==> src/rtl/stream_width_down.sv <==
// stream_width_down: tkeep-aware stream downsizer. Each accepted input word
// of IN_BYTES is replayed as up to RATIO sub-beats of OUT_BYTES, LSB first.
//
// Optional feature macro: STREAM_WIDTH_DOWN_TRIM_EN
//   defined   : trailing sub-beats of a packet's last word whose tkeep slice
//               is all zero are dropped.
//   undefined : every word yields exactly RATIO sub-beats.
//
// Ports:
//   clk, reset                          clock, synchronous active-high reset
//   io_dataIn_valid/_ready              input handshake
//   io_dataIn_payload_last              last word of packet
//   io_dataIn_payload_fragment_data     8*IN_BYTES, byte 0 at [7:0]
//   io_dataIn_payload_fragment_tkeep    IN_BYTES byte enables
//   io_dataOut_valid/_ready             output handshake
//   io_dataOut_payload_last             last sub-beat of packet
//   io_dataOut_payload_fragment_data    8*OUT_BYTES sub-beat data
//   io_dataOut_payload_fragment_tkeep   OUT_BYTES sub-beat byte enables
module stream_width_down #(
  parameter int unsigned IN_BYTES = 64,
  parameter int unsigned RATIO    = 2
) (
  input  logic                      clk,
  input  logic                      reset,
  input  logic                      io_dataIn_valid,
  output logic                      io_dataIn_ready,
  input  logic                      io_dataIn_payload_last,
  input  logic [8*IN_BYTES-1:0]     io_dataIn_payload_fragment_data,
  input  logic [IN_BYTES-1:0]       io_dataIn_payload_fragment_tkeep,
  output logic                      io_dataOut_valid,
  input  logic                      io_dataOut_ready,
  output logic                      io_dataOut_payload_last,
  output logic [8*(IN_BYTES/RATIO)-1:0] io_dataOut_payload_fragment_data,
  output logic [IN_BYTES/RATIO-1:0] io_dataOut_payload_fragment_tkeep
);

  localparam int unsigned OUT_BYTES = IN_BYTES / RATIO;
  localparam int unsigned IN_W      = 8 * IN_BYTES;
  localparam int unsigned OUT_W     = 8 * OUT_BYTES;
  localparam int unsigned IDX_W     = (RATIO > 1) ? $clog2(RATIO) : 1;

  typedef enum logic {
    EMPTY = 1'b0,
    HOLD  = 1'b1
  } state_e;

  state_e               state_q;
  logic [IN_W-1:0]      data_q;
  logic [IN_BYTES-1:0]  tkeep_q;
  logic                 last_q;
  logic [IDX_W-1:0]     idx_q;
  logic [IDX_W-1:0]     last_idx_q;

  logic [IN_W-1:0]      data_d;
  logic [IN_BYTES-1:0]  tkeep_d;
  logic [IDX_W-1:0]     cap_last_idx_c;
  logic                 final_c;
  logic                 in_fire_c;
  logic                 out_fire_c;

  // Handshake decode; ready is combinational so the final sub-beat and the
  // next word transfer in the same cycle.
  assign final_c         = (idx_q == last_idx_q);
  assign io_dataIn_ready = (state_q == EMPTY) | (io_dataOut_ready & final_c);
  assign in_fire_c       = io_dataIn_valid & io_dataIn_ready;
  assign out_fire_c      = (state_q == HOLD) & io_dataOut_ready;

  // The holding register is shifted down one sub-beat per handshake, so the
  // current sub-beat always sits in the low bits.
  assign io_dataOut_valid                  = (state_q == HOLD);
  assign io_dataOut_payload_last           = last_q & final_c;
  assign io_dataOut_payload_fragment_data  = data_q[OUT_W-1:0];
  assign io_dataOut_payload_fragment_tkeep = tkeep_q[OUT_BYTES-1:0];

  // Index of the final sub-beat for the word being captured.
  always_comb begin
    cap_last_idx_c = IDX_W'(RATIO - 1);
`ifdef STREAM_WIDTH_DOWN_TRIM_EN
    if (io_dataIn_payload_last) begin
      cap_last_idx_c = '0;
      for (int unsigned k = 0; k < RATIO; k++) begin
        if (|io_dataIn_payload_fragment_tkeep[k*OUT_BYTES +: OUT_BYTES]) begin
          cap_last_idx_c = IDX_W'(k);
        end
      end
    end
`endif
  end

  // Next holding-register contents: fresh word on load, else shift down.
  always_comb begin
    data_d  = data_q >> OUT_W;
    tkeep_d = tkeep_q >> OUT_BYTES;
    if (in_fire_c) begin
      data_d  = io_dataIn_payload_fragment_data;
      tkeep_d = io_dataIn_payload_fragment_tkeep;
    end
  end

  // EMPTY/HOLD control and holding register.
  always_ff @(posedge clk) begin
    if (reset) begin
      state_q    <= EMPTY;
      data_q     <= '0;
      tkeep_q    <= '0;
      last_q     <= 1'b0;
      idx_q      <= '0;
      last_idx_q <= '0;
    end else begin
      case (state_q)
        EMPTY: begin
          if (in_fire_c) begin
            state_q    <= HOLD;
            data_q     <= data_d;
            tkeep_q    <= tkeep_d;
            last_q     <= io_dataIn_payload_last;
            idx_q      <= '0;
            last_idx_q <= cap_last_idx_c;
          end
        end
        HOLD: begin
          if (out_fire_c) begin
            if (final_c) begin
              idx_q <= '0;
              if (in_fire_c) begin
                data_q     <= data_d;
                tkeep_q    <= tkeep_d;
                last_q     <= io_dataIn_payload_last;
                last_idx_q <= cap_last_idx_c;
              end else begin
                state_q <= EMPTY;
              end
            end else begin
              idx_q   <= idx_q + IDX_W'(1);
              data_q  <= data_d;
              tkeep_q <= tkeep_d;
            end
          end
        end
        default: state_q <= EMPTY;
      endcase
    end
  end

endmodule
==> config.mk <==
export PLATFORM = sky130hd
export DESIGN_NAME = stream_width_down
export DESIGN_NICKNAME = d
export VERILOG_FILES = /design/src/rtl/stream_width_down.sv
export SDC_FILE = /design/constraint.sdc
export NUM_CORES = 1
export LEC_CHECK = 0
export CORE_AREA = 2 2 341 343
export CTS_CLUSTER_SIZE = 40
export DETAILED_ROUTE_END_ITERATION = 10
export DIE_AREA = 0 0 343 345
export GPL_ROUTABILITY_DRIVEN = 0
export PLACE_DENSITY = 0.47
export SYNTH_ARGS = -nofsm -noshare
export SYNTH_HDL_FRONTEND = slang
export SYNTH_SLANG_ARGS = --single-unit
==> constraint.sdc <==
create_clock -name clk -period 2.1 [get_ports clk]
set_input_delay 0.315 -clock clk [delete_from_list [all_inputs] [get_ports clk]]
set_output_delay 0.315 -clock clk [all_outputs]
set_load 0.01 [all_outputs]
# After elaboration in Yosys (flattened, before gate mapping)
# Cells that the tools add are included.
[totals] wordCells=45 regBits=580 out_inout_bits=291
[classes] reduce_logical=2 n_bitwise=6 mux=26 n_eq_ne=4 add_sub_neg=1
[ops] op="512-bit 2-to-1 mux" count=4
[ops] op="512-bit case mux with 2 select lines" count=1
[ops] op="64-bit 2-to-1 mux" count=4
[ops] op="64-bit case mux with 2 select lines" count=1
[ops] op="1-bit 2-to-1 mux" count=12
[ops] op="1-bit case mux with 2 select lines" count=4
[ops] op="1-bit AND" count=4
[ops] op="2-bit by 1-bit inequality test with 1-bit output, second input constant" count=2
[ops] op="2-bit AND reduction" count=2
[ops] op="2-bit inequality test, second input constant" count=1
[ops] op="1-bit adder, second input constant" count=1
[ops] op="1-bit equality test" count=1
[ops] op="1-bit inverter" count=1
[ops] op="1-bit OR" count=1

# Logic depth before layout (Yosys ltp)
[logic_depth] ltp_word=9 ltp_mapped=8 depth_no_buf=6

# Worst setup path after synthesis
# Ideal clock, no wire load.
[synth_timing] kind="register to register" start="register idx_q" end="register data_q[143]" slack_ps=334 setup_ps=122 path_stages_with_launch=8 period_less_slack_ps=1766 required_ps=1978 arrival_ps=1644 n_path_buf=2 path_cell_list="dfxtp_1 -> inv_1 -> ha_1 -> a21boi_1 -> nor3_2 -> buf_2 -> buf_1 -> a221o_1"
[synth_via] elab_chain_len=9
[synth_rtl] element="from (decl)" line="51" rtl="logic [IDX_W-1:0] idx_q;"
[synth_rtl] element="from (signal assigned)" line="134" rtl="idx_q <= idx_q + IDX_W'(1);"
[synth_rtl] element="1-bit equality test *" line="63" rtl="assign final_c = (idx_q == last_idx_q);"
[synth_rtl] element="1-bit AND" line="64" rtl="assign io_dataIn_ready = (state_q == EMPTY) | (io_dataOut_ready & final_c);"
[synth_rtl] element="1-bit OR" line="64"
[synth_rtl] element="1-bit AND" line="65" rtl="assign in_fire_c = io_dataIn_valid & io_dataIn_ready;"
[synth_rtl] element="512-bit 2-to-1 mux" line="94" rtl="if (in_fire_c) begin"
[synth_rtl] element="512-bit 2-to-1 mux" line="112, 125"
[synth_rtl] element="512-bit 2-to-1 mux" line="123" rtl="if (final_c) begin"
[synth_rtl] element="512-bit 2-to-1 mux" line="122" rtl="if (out_fire_c) begin"
[synth_rtl] element="512-bit case mux with 2 select lines *" line="110" rtl="case (state_q)"
[synth_rtl] element="to (signal assigned)" line="114" rtl="data_q <= data_d;"
[synth_rtl] element="to (signal assigned)" line="126" rtl="data_q <= data_d;"
[synth_rtl] element="to (signal assigned)" line="135" rtl="data_q <= data_d;"
[synth_rtl] element="to (decl)" line="48" rtl="logic [IN_W-1:0] data_q;"
# Every way passes the cells marked *; elsewhere a longest branch is shown, timed or not. The select of a mux whose other input is x is not followed.
# A chain may end at the register's enable or synchronous reset.

# Worst setup path in the final report
[layout_timing] start="register idx_q" end="register data_q[43]"
# Same word-level chain as after synthesis.

==> results.md <==
- Yosys cell types: 29
- PD cells: 811 nW/um^2
- Largest net degree at the start of global routing: 101
- H-Tree Depth: 3
- FF-to-FF Start: idx_q
- Dpl cell area: 35400 sq um
- DRC: 0
- Cells after Synth: 2715
- Worst reg2reg path depth: 8
- Post-synth EDFFs: 0
- Synth async-reset ratio: 0%
- Hold slack: 0.0997 ns
- Hold path depth: 3
- Detailed Routing Iterations Pass 1: 5
- Period Utilization, post-route: 101%
- Yosys reg bits: 580
- Final setup margin: -0.0239 ns
- Worst slew margin: 41.7%
- WL per Instance: 23.1 um
- Root Buffer: clkbuf_16
- Maximum vdd ir drop: 0.000638 V
- Die Span Y: 345 um
- Worst-case clock buffer depth: 3
- Buffers on Ports: 871
- Clock transition at path regs: 0.06 ns
- Max-cap viol count: 0
- Clock power share: 42.2%
- CP required: 2.61 ns
- Register share of total power: 40.6%
- Yosys top cell by area: dfxtp_1
- Fin util: 32.9%
- CP Launch Type: register
- Layout cells sized above 1: 6.95%
- Min Tclk post-route: 2.12 ns
- Synth top cells by count: dfxtp_1, buf_4, a22o_1, a21oi_1, nand2b_1
- DP HPWL: 77.9 mm
- Worst hold-check path type: input pin to register
- Comb pwr share: 17.2%
- Reg2reg end: data_q[43]
- Final setup fails: 55
- F_max: 471 MHz
- Final ANT Viol Nets: 0
- Largest cells by area after synthesis: dfxtp_1, a22o_1, a221o_1, buf_4, nand3b_1
- Most frequent cell after synthesis: dfxtp_1
- Int Power: 22.5 mW
- Die W: 343 um
- Final wirelength: 110 mm
- Clock sink count: 580
- Post-route cell area: 37900 sq um
- Placement Rows: 125
- RSZ-0062 raised after global routing: true
- Global-route wire length before repair: 158 mm
- Via count: 23100
- Crit end category: register
- Design Power: 30.7 mW
- Worst Tran Pin Value: 0.873 ns
- CTS tree: yes
- Core ar.: 115000 sq um
- Failing checks: negative setup slack
- Setup_tns: -0.520 ns
- Reg-to-reg slack, setup: -0.02 ns
- Skew-Pair Late Insertion Delay: 0.63 ns
- Top FF cell, synth: dfxtp_1
- Net load switching power: 8.19 mW
- Sw frac: 26.7%
- Hold_sp: io_dataIn_valid
- Cts hold-fix bufs: 0
- Final hold vios: 0
- Kind of critical path: register to register
- Post-synth top area share: 43.3%
- Vias per cell: 4.83
- Clock Skew: 0.0278 ns
- Hold endpoint: last_idx_q
- Worst setup startpoint: idx_q
- Slew Viols, Final: 0
- Post-Syn Area: 26800 sq um
- Final Net Count: 3773
- I/O Pins: 872
- Area delta synth->final: 41.3%
- CTS buffer count: 74
- Crit path DAT: 2.63 ns
- Status: complete, but fails checks
- DR iter-0 viols: 1520
- Mean Syn Cell Area: 9.88 sq um
- Starting Density: 23.3%
- Synth Warn #: 0
- CP max FO: 46
- Vias in the first global route: 22700
- Sequential share of the synthesized area: 43.3%
- Die Outline Area: 118000 sq um
- Syn Nets: 3297
- Initial antenna violation count: 40
- P_leak: 13.2 nW
- Grt ovf: 0
- Total track usage: 17.6%
through the flow:
| step | setup slack [ns] | cells |
|---|---|---|
| after floorplan | 0.334 | 2715 |
| after global placement | 0.0470 | 4636 |
| after detailed placement | 0.0584 | 4636 |
| after CTS | -0.0489 | 4773 |
| after global routing | -0.124 | 4784 |
| final | -0.0239 | 4787 |
sequential cells by signal, summed over array words and instances, names as in the netlist:
register          count
tkeep_q              64
last_idx_q            1
idx_q                 1
last_q                1
io_dataOut_valid      1
data_q              512
layout by cell type, fill, tap and decap left out, types with 2 or more instances in the layout:
cell type / instances
clkdlybuf4s50_1: 853
dfxtp_1: 580
a22o_1: 288
a21oi_1: 241
nand2b_1: 237
nand3b_1: 237
a221o_1: 237
nor2b_1: 103
clkbuf_16: 76
o21ai_0: 53
a32oi_1: 51
mux2i_1: 51
o221ai_1: 51
buf_4: 48
buf_12: 47
clkbuf_1: 21
clkbuf_8: 18
diode_2: 13
dlygate4sd2_1: 12
clkinv_2: 10
inv_6: 4
bufinv_16: 3
inv_1: 2
nor3_4: 2
and2_2: 2
nor2b_4: 2
nor2_1: 2
buf_2: 2
cell type report:
class                           instances  area [sq um]
Inverter                                3          11.3
Sequential cell                       580         11600
Antenna cell                           13          32.5
Fill cell                           11800         77200
Timing Repair Buffer                  966         10000
Multi-Input combinational cell       1566         11900
Clock inverter                         20           219
Tap cell                             1524          1910
Clock buffer                          115          2230
worst max-delay path: stages, from the launching register on:
cell and delay (ns):
dfxtp_1 0.33, inv_1 0.06, ha_4 0.24, buf_4 0.14, nor2b_1 0.32, nor3_4 0.10, buf_12 0.21, buf_12 0.21
a221o_1 0.33
cell families (layout without fill, tap and decap cells):
| group | Yosys count | after routing | synth area share, % |
|---|---|---|---|
| flip-flops | 580 | 580 | 43.3 |
| other | 0 | 13 | 0 |
| AO/OA/AOI/OAI | 923 | 923 | 27.1 |
| multiplexers | 51 | 51 | 1.90 |
| adder cells (fa/ha/maj) | 1 | 1 | 0.0467 |
| AND/OR/NAND/NOR | 591 | 591 | 14.9 |
| buffers and inverters | 569 | 1104 | 12.7 |
metal layers:
metal  wire length, um  global-route usage, %
met1             46200                   21.6
met2             50800                   28.0
met3              8930                   5.85
met4              4030                   7.16
met5               360                      0
how the worst max path moves through the flow:
stage	endpoint	slack (ns)	cells past startpoint
2_1_floorplan	data_q[143]	0.33	7
4_1_cts	data_q[152]	-0.05	7
3_5_place_dp	data_q[132]	0.06	7
6_report	data_q[43]	-0.02	8
3_3_place_gp	data_q[181]	0.05	7
5_1_grt	data_q[174]	-0.12	7
power by group through the flow:
| stage | Clock (mW) | Combinational, mW | Sequential (mW) |
|---|---|---|---|
| floorplan | 0 | 2.89 | 12.5 |
| global placement | 0 | 5.34 | 12.7 |
| detailed placement | 0 | 5.35 | 12.7 |
| CTS | 13.3 | 5.37 | 12.5 |
| global route | 13.8 | 5.63 | 12.6 |
| finish | 13.0 | 5.30 | 12.5 |
what timing repair did:
action / CTS / global route
pin swaps: 1 / 1
endpoints found under the setup margin: 14 / 330
gates resized for setup: 26 / 3
gates cloned: 0 / 0
setup buffers: 2 / 1
Note: power is estimated with default switching activity, not from simulation.
